### config.mk
export PLATFORM = sky130hd
export DESIGN_NAME = pq_op_scheduler
export DESIGN_NICKNAME = d
export VERILOG_FILES = /design/src/rtl/pq_op_scheduler.sv
export SDC_FILE = /design/constraint.sdc
export NUM_CORES = 1
export LEC_CHECK = 0
export CORE_UTILIZATION = 42
export CTS_CLUSTER_DIAMETER = 100
export CTS_CLUSTER_SIZE = 30
export DETAILED_ROUTE_END_ITERATION = 7
export PLACE_DENSITY = 0.8
export SLEW_MARGIN = 5
export SYNTH_ARGS = -nofsm -noshare
export SYNTH_HDL_FRONTEND = slang
export SYNTH_SLANG_ARGS = --single-unit
### constraint.sdc
create_clock -name clk -period 2.04 [get_ports clk]
set_input_delay 0.408 -clock clk [delete_from_list [all_inputs] [get_ports clk]]
set_output_delay 0.408 -clock clk [all_outputs]
set_load 0.05 [all_outputs]
### src/rtl/pq_op_scheduler.sv
// Paces enqueue, dequeue and replace operations onto an external priority queue,
// spacing PQ strobes by OP_SPACE idle cycles and holding one dequeued response.
module pq_op_scheduler #(
    parameter int KEY_WIDTH = 16,
    parameter int VAL_WIDTH = 16,
    parameter int CAPACITY  = 15,
    parameter int OP_SPACE  = 4
) (
    input  logic                                 clk,
    input  logic                                 rst_n,
    input  logic                                 enq_valid_i,
    input  logic [KEY_WIDTH+VAL_WIDTH-1:0]       enq_kv_i,
    output logic                                 enq_ready_o,
    input  logic                                 deq_valid_i,
    output logic                                 deq_ready_o,
    output logic                                 rsp_valid_o,
    output logic [KEY_WIDTH+VAL_WIDTH-1:0]       rsp_kv_o,
    input  logic                                 rsp_ready_i,
    output logic                                 pq_enq_o,
    output logic                                 pq_deq_o,
    output logic [KEY_WIDTH+VAL_WIDTH-1:0]       pq_kvi_o,
    input  logic [KEY_WIDTH+VAL_WIDTH-1:0]       pq_kvo_i,
    output logic [$clog2(CAPACITY+1)-1:0]        count_o,
    output logic                                 empty_o,
    output logic                                 full_o
);

    localparam int KVW  = KEY_WIDTH + VAL_WIDTH;
    localparam int CNTW = $clog2(CAPACITY + 1);
    localparam int WCW  = $clog2(OP_SPACE + 1);
    localparam logic [WCW-1:0]  WAIT_LOAD = WCW'(OP_SPACE - 1);
    localparam logic [CNTW-1:0] CNT_FULL  = CNTW'(CAPACITY);

    typedef enum logic [1:0] {
        IDLE  = 2'd0,
        ISSUE = 2'd1,
        WAIT  = 2'd2
    } state_t;

    state_t          state_q;
    logic            pq_enq_q;
    logic            pq_deq_q;
    logic [KVW-1:0]  pq_kvi_q;
    logic            rsp_valid_q;
    logic [KVW-1:0]  rsp_kv_q;
    logic [CNTW-1:0] count_q;
    logic [CNTW-1:0] count_d;
    logic [WCW-1:0]  wait_q;

    logic is_idle;
    logic full;
    logic empty;
    logic deq_ok;
    logic enq_ok;
    logic deq_hs_ok;
    logic do_enq;
    logic do_deq;

    assign full      = (count_q == CNT_FULL);
    assign empty     = (count_q == '0);
    assign is_idle   = (state_q == IDLE);
    assign deq_ok    = !empty && !rsp_valid_q;
    // A replace keeps the occupancy constant, so it is allowed even when full.
    assign enq_ok    = is_idle && enq_valid_i && (!full || (deq_valid_i && deq_ok));
    assign deq_hs_ok = is_idle && deq_valid_i && deq_ok;
    assign do_enq    = enq_ok;
    assign do_deq    = deq_hs_ok;

    // rst_n only gates the outputs here so the readys drop the instant reset asserts.
    assign enq_ready_o = enq_ok && rst_n;
    assign deq_ready_o = deq_hs_ok && rst_n;

    always_comb begin
        count_d = count_q;
        if (pq_enq_q && !pq_deq_q) begin
            count_d = count_q + CNTW'(1);
        end else if (pq_deq_q && !pq_enq_q) begin
            count_d = count_q - CNTW'(1);
        end
    end

    always_ff @(posedge clk or negedge rst_n) begin
        if (!rst_n) begin
            state_q     <= IDLE;
            pq_enq_q    <= 1'b0;
            pq_deq_q    <= 1'b0;
            pq_kvi_q    <= '0;
            rsp_valid_q <= 1'b0;
            rsp_kv_q    <= '0;
            count_q     <= '0;
            wait_q      <= '0;
        end else begin
            if (rsp_valid_q && rsp_ready_i) begin
                rsp_valid_q <= 1'b0;
            end
            case (state_q)
                IDLE: begin
                    if (do_enq || do_deq) begin
                        state_q  <= ISSUE;
                        pq_enq_q <= do_enq;
                        pq_deq_q <= do_deq;
                        if (do_enq) begin
                            pq_kvi_q <= enq_kv_i;
                        end
                    end
                end
                ISSUE: begin
                    pq_enq_q <= 1'b0;
                    pq_deq_q <= 1'b0;
                    count_q  <= count_d;
                    // pq_kvo_i still shows the pre-operation top during the strobe cycle.
                    if (pq_deq_q) begin
                        rsp_kv_q    <= pq_kvo_i;
                        rsp_valid_q <= 1'b1;
                    end
                    if (OP_SPACE > 1) begin
                        state_q <= WAIT;
                        wait_q  <= WAIT_LOAD;
                    end else begin
                        state_q <= IDLE;
                    end
                end
                WAIT: begin
                    if (wait_q <= WCW'(1)) begin
                        state_q <= IDLE;
                        wait_q  <= '0;
                    end else begin
                        wait_q <= wait_q - WCW'(1);
                    end
                end
                default: begin
                    state_q <= IDLE;
                end
            endcase
        end
    end

    assign pq_enq_o    = pq_enq_q;
    assign pq_deq_o    = pq_deq_q;
    assign pq_kvi_o    = pq_kvi_q;
    assign rsp_valid_o = rsp_valid_q;
    assign rsp_kv_o    = rsp_kv_q;
    assign count_o     = count_q;
    assign empty_o     = empty;
    assign full_o      = full;

endmodule
==> out/metrics.csv, run 1 <==
stage;metric;value;unit
place;dp_hpwl;5310;um
floorplanning;floorplan.initialDensity;43.3;%
route;drt_pre_antenna_iters;4;
critical_path;cp_top_family;simple AND/OR/NAND/NOR gates;
floorplanning;chipWidth;91.1;um
cts;cts_buffers;9;
synth;ys_seq_elements;76;
critical_path;setup.worst_path.start_class;flop;
critical_path;cpPeakStageDelay;480;ps
synth;synth.cell_area;3330;sq um
timing;fin_crit_sh;96.5;%
floorplanning;chipHeight;91.1;um
global_route;grt_first_pass_wirelength;12100;um
global_route;first_global_vias;2472;
route;postRouteAntennaNets;0;
synth;post-synth-top-area-fraction;57.1;%
route;drt_wl_total;7290;um
floorplanning;die_area;8290;sq um
critical_path;reg2reg_setup_slack;130;ps
critical_path;regToRegEndpoint;count_o[3];
global_route;globalRoute.busiestLayer;met2;
layout;layout_nets;451;
global_route;initial_antenna_violation_count;0;
synth;synth_cell_types;37;
layout;finalCoreUtilization;67.4;%
route;drtIter0Drc;59;
status;status;finished clean;
place;buffer_ports.inserted;143;
place;gp_routability_congestion;0.765;
global_route;grt-ovfl-total;0;
synth;synth-edff-count;0;
synth;avgSynthCellArea;15.3;sq um
cts;clkSinkCount;76;
global_route;use_met3;6.28;%
critical_path;path_buf_inv;1;
synth;number_of_nets_produced_by_synthesis;297;
critical_path;count_of_cells_along_the_worst_register_to_register_path;7;
critical_path;series_of_cell_instances_along_the_critical_path;nor4_4 > nand2b_4 > nor2_2 > buf_12;
global_route;track_usage;18.8;%
global_route;grt.met2_usage;31.8;%
cts;cts_htree_levels;3;
critical_path;critical_path_top_delay_cell;sky130_fd_sc_hd__dfrtp_2;
synth;synth.cells.most_frequent;sky130_fd_sc_hd__dfrtp_1 (76), sky130_fd_sc_hd__mux2_2 (33), sky130_fd_sc_hd__mux2_4 (30), sky130_fd_sc_hd__inv_1 (11), sky130_fd_sc_hd__ha_1 (9);
timing;fin_crit;1970;ps
cts;tritoncts;built;
cts;clkSlewWorstSetupHoldPaths;80;ps
timing;fin_skew;8.04;ps
cts;clk_latency;340;ps
run;cap_violations;0;
synth;synth-warning-count;0;
timing;tightest_slew;527;ps
synth;synth_flop_cell;sky130_fd_sc_hd__dfrtp_1;
layout;area_delta_synth_final;55.6;%
layout;drive_above_1_share;30.2;%
global_route;maximum_number_of_pins_on_one_net_before_global_route_repair;43;
timing;final_hold_viol_count;0;
critical_path;timing_worst_setup_path_type;flop to output pin;
cts;clk_root_buffer_cell;sky130_fd_sc_hd__clkbuf_8;
timing;max-slew-margin-rel;64.7;%
floorplanning;core_area;7690;sq um
timing;max_clock_freq;508;MHz
worst_hold_path;hold_path_class;primary input to async pin;
route;num_vias;2286;
timing;drv_slew;0;
cts;cts-root-to-sink-buffers;2;
synth;synthArstFlopShare;100;%
synth;seq_area_frac_synth;57.1;%
floorplanning;io_pins;144;
floorplanning;rows;32;
critical_path;critical_path_peak_fanout;6;
synth;yosys.cell_count.top_type;sky130_fd_sc_hd__dfrtp_1;
route;vias_per_cell;4.77;
route;detail_route.drc_violations;0;
layout;insertedDiodeCount;0;
synth;syn_inst;218;
route;wl_per_cell;15.2;um
critical_path;required;1630;ps
timing;timing.final.setup_violations;0;
synth;synth_area_leader_cell;sky130_fd_sc_hd__dfrtp_1;
critical_path;kind_of_capture_point_of_the_worst_setup_path;output pin;
critical_path;r2r_start;pq_deq_o;
global_route;grt.met1_usage;22.5;%
layout;final.fill_count;586;
critical_path;critPathArrivalTime;1560;ps
synth;yosys-top-cells-area;sky130_fd_sc_hd__dfrtp_1 (57%), sky130_fd_sc_hd__mux2_4 (14%), sky130_fd_sc_hd__mux2_2 (11%), sky130_fd_sc_hd__ha_1 (3.4%), sky130_fd_sc_hd__buf_12 (1.8%);
-- registers in the layout (all words and copies together) (netlist names) --
name,cells
count_o,4
pq_deq_o,1
pq_enq_o,1
pq_kvi_o,32
rsp_kv_o,32
rsp_valid_o,1
state_q,2
wait_q,3
-- area by class of cell --
class / instances / area, sq um / share of cell area (%)
repair buffers: 151 / 1550 / 29.8
well taps: 102 / 128 / 2.46
clock buffers: 11 / 151 / 2.92
clock inverters: 5 / 58.8 / 1.13
inverters: 11 / 41.3 / 0.797
multi-input cells: 123 / 1350 / 26.0
flip-flops and latches: 76 / 1910 / 36.8
-- worst max-delay path by stage --
stage | start | to | slack (ps) | depth (start not counted)
after floorplan | count_o[3] | state_q[0] | -20 | 4
after global placement | deq_valid_i | pq_kvi_o[31] | -20 | 6
after detailed placement | deq_valid_i | pq_kvi_o[31] | -40 | 6
after CTS | state_q[1] | enq_ready_o | 3 | 5
after global routing | count_o[0] | deq_ready_o | -10 | 4
final | count_o[0] | deq_ready_o | 70 | 4
-- timing repair --
action                     4_1_cts  5_1_grt
hold endpoints to repair         6        0
pin swaps                        1        1
resized for setup                2       10
setup buffers                    1        0
setup endpoints to repair        3        5
hold buffers                     1        0
gates cloned                     0        0
-- logic make-up after synthesis --
group	share of synthesized area [%]
muxes	26.3
and+or+nand+nor	3.75
AOI/OAI and AO/OA	4.43
xor gates and xnor gates	0.526
DFF	57.1
buffers and inverters	3.94
adders and majority gates	3.98
-- per-stage QoR --
stage                     TNS [ps]  instances  area (sq um)  hold WS, ps  setup WS, ps
after CTS                        0        479          5140          400          3.31
after global placement        -184        461          4910          238         -15.0
final                            0        479          5180          422          70.9
after floorplan              -26.1        218          3350          112         -18.2
after detailed placement      -506        461          4910          240         -42.8
after global routing         -9.56        479          5180          406         -9.56
-- layout by cell type, fill, tap and decap left out, types with 3 or more instances in the layout --
cell	instances
sky130_fd_sc_hd__ha_1	7
sky130_fd_sc_hd__buf_12	5
sky130_fd_sc_hd__mux2_1	3
sky130_fd_sc_hd__o21ai_0	6
sky130_fd_sc_hd__mux2_2	33
sky130_fd_sc_hd__dfrtp_1	70
sky130_fd_sc_hd__dfrtp_2	6
sky130_fd_sc_hd__clkbuf_8	11
sky130_fd_sc_hd__mux2_4	30
sky130_fd_sc_hd__nor3_1	3
sky130_fd_sc_hd__clkdlybuf4s50_1	134
sky130_fd_sc_hd__buf_4	8
sky130_fd_sc_hd__inv_1	10
sky130_fd_sc_hd__nand2_1	5
-- worst reg2reg max path: cells and delay by family, from the launching register on --
kind | cells | cell delay [ps]
buf+inv | 2 | 140
fa+ha+maj | 2 | 510
flops | 1 | 430
compound gates | 3 | 710
-- per-layer routing --
layer  vias to the layer above  share of wire, %
li1                       1070                 -
met4                         0               1.1
met2                        94                51
met3                         8               6.5
met1                      1114                41
met5                         -                 0
Power of run 1 is not shown: default switching activity piles up to over one toggle a cycle in this logic, so the estimate is an artifact.
==> run 2, diff against run 1 <==
--- a/config.mk
+++ b/config.mk
@@ -9,6 +9,7 @@
 export CTS_CLUSTER_DIAMETER = 100
 export CTS_CLUSTER_SIZE = 30
 export DETAILED_ROUTE_END_ITERATION = 7
+export GPL_TIMING_DRIVEN = 0
 export PLACE_DENSITY = 0.8
 export SLEW_MARGIN = 5
 export SYNTH_ARGS = -nofsm -noshare
==> out/metrics.csv, run 2 (synthesis gave the netlist of run 1 again) <==
stage;metric;value;unit;change
cts;cts-root-to-sink-buffers;2;;unchanged
critical_path;required;1630;ps;about the same
critical_path;critPathArrivalTime;1580;ps;was 1560 ps
place;buffer_ports.inserted;143;;unchanged
timing;tightest_slew;535;ps;was 527 ps
floorplanning;floorplan.initialDensity;43.3;%;unchanged
layout;mostFrequentLayoutCells;sky130_fd_sc_hd__clkdlybuf4s50_1 (134), sky130_fd_sc_hd__dfrtp_1 (70), sky130_fd_sc_hd__mux2_2 (33);;unchanged
worst_hold_path;hold_path_class;primary input to async pin;;unchanged
critical_path;r2r_start;pq_deq_o;;unchanged
timing;timing.final.setup_violations;0;;unchanged
timing;fin_ws;49.5;ps;was 70.9 ps
layout;layout_nets;454;;was 451
place;gp_routability_congestion;0.812;;was 0.765
timing;final_hold_viol_count;0;;unchanged
layout;layout.cells.most_common;sky130_fd_sc_hd__clkdlybuf4s50_1;;unchanged
floorplanning;die_area;8290;sq um;unchanged
global_route;first_global_vias;2521;;was 2,472
global_route;grt-ovfl-total;0;;unchanged
route;drt_pre_antenna_iters;4;;unchanged
cts;clkSinkCount;76;;unchanged
layout;final.fill_count;559;;was 586
route;drt_wl_total;7220;um;was 7290 um
floorplanning;io_pins;144;;unchanged
critical_path;setup.worst_path.start_class;flop;;unchanged
critical_path;timing_worst_setup_path_type;flop to output pin;;unchanged
critical_path;critical_path_peak_fanout;4;;was 6
timing;hold_slack;11.8;ps;was 422 ps
place;placement.setup.worst_slack;-562;ps;was -42.8 ps
layout;multiInputGateArea;1340;sq um;was 1350 sq um
timing;drv_slew;0;;unchanged
cts;clk_latency;330;ps;was 340 ps
layout;ff_latch_area;1910;sq um;unchanged
timing;max_clock_freq;502;MHz;was 508 MHz
global_route;track_usage;18.2;%;was 18.8%
timing;fin_crit_sh;97.6;%;was 96.5%
cts;clk_root_buffer_cell;sky130_fd_sc_hd__clkbuf_8;;unchanged
route;num_vias;2304;;was 2,286
route;postRouteAntennaNets;0;;unchanged
status;status;finished clean;;unchanged
cts;cts_htree_levels;3;;unchanged
layout;insertedDiodeCount;0;;unchanged
timing;max-slew-margin-rel;64.2;%;was 64.7%
global_route;maximum_number_of_pins_on_one_net_before_global_route_repair;46;;was 43
global_route;initial_antenna_violation_count;0;;unchanged
route;drtIter0Drc;38;;was 59
layout;area_delta_synth_final;56.6;%;was 55.6%
critical_path;kind_of_capture_point_of_the_worst_setup_path;output pin;;unchanged
timing;fin_crit;1990;ps;was 1970 ps
route;vias_per_cell;4.79;;was 4.77
run;cap_violations;0;;unchanged
cts;tritoncts;built;;unchanged
floorplanning;chipHeight;91.1;um;unchanged
layout;drive_above_1_share;29.6;%;was 30.2%
layout;final_non_filler_cell_total;481;;was 479
route;wl_per_cell;15.0;um;was 15.2 um
floorplanning;chipWidth;91.1;um;unchanged
route;detail_route.drc_violations;0;;unchanged
global_route;grt_first_pass_wirelength;11900;um;was 12,100 um
floorplanning;rows;32;;unchanged
timing;fin_skew;15.3;ps;was 8.04 ps
place;dp_hpwl;5260;um;was 5310 um
cts;clkSlewWorstSetupHoldPaths;80;ps;about the same
floorplanning;core_area;7690;sq um;unchanged
critical_path;worst_setup_path_start;count_o[0];;unchanged
place;dp.cells;464;;was 461
cts;cts_buffers;9;;unchanged
## run 2: cell count changes in the layout (fill, tap and decap cells not counted), moves of 2 or more
cell / previous run / this run
sky130_fd_sc_hd__buf_4: 8 / 1
sky130_fd_sc_hd__buf_6: 0 / 2
sky130_fd_sc_hd__dlygate4sd2_1: 1 / 3
sky130_fd_sc_hd__buf_2: 0 / 4
sky130_fd_sc_hd__bufinv_16: 1 / 3
sky130_fd_sc_hd__clkbuf_1: 0 / 2
## run 2: metrics by stage
stage	util, %	area (sq um)	setup TNS (ps)
3_3_place_gp	63.9	4910	-169540
3_5_place_dp	64.2	4940	-2810
2_1_floorplan	-	3350	-26.1
5_1_grt	67.9	5220	-4.76
4_1_cts	67.6	5190	0
6_report	67.9	5220	0
## run 2: worst paths after layout
kind,to,slack [ps],depth (start not counted)
max in group asynchronous,pq_kvi_o[28],1780,2
setup / recovery,deq_ready_o,50,4
hold / removal,rsp_kv_o[8],10,2
hold reg to reg,pq_kvi_o[0],490,1
min in group clk,pq_kvi_o[0],490,1
setup reg to reg,count_o[3],130,7
## run 2: cell type report
class,count,area share [%]
clock inverter,4,1.87
multi-input combinational,123,25.6
buffer,8,1.73
sequential,76,36.6
timing repair buffer,146,28.3
clock buffer,11,2.71
tap,102,2.45
inverter,11,0.791
## run 2: metal layers
metal	GRT usage (%)	share of wire [%]	up-vias
met5	0	0	-
met2	29.6	49	91
met1	22.9	42	1124
met3	5.70	7.5	8
li1	-	-	1081
met4	6.61	1.1	0
## run 2: timing repair
item,in CTS,in global routing
pin swaps,0,1
endpoints found under the setup margin,7,6
hold buffers,1,0
buffers inserted,0,1
endpoints found under the hold margin,32,0
gates resized for setup,19,10
## run 2: worst max-delay path, stage by stage (launching register included)
cell	delay (ps)
sky130_fd_sc_hd__dfrtp_2	450
sky130_fd_sc_hd__nor4_4	360
sky130_fd_sc_hd__nand2b_4	200
sky130_fd_sc_hd__nor2_2	40
sky130_fd_sc_hd__buf_2	200
Power of run 2 is left out for the same reason.
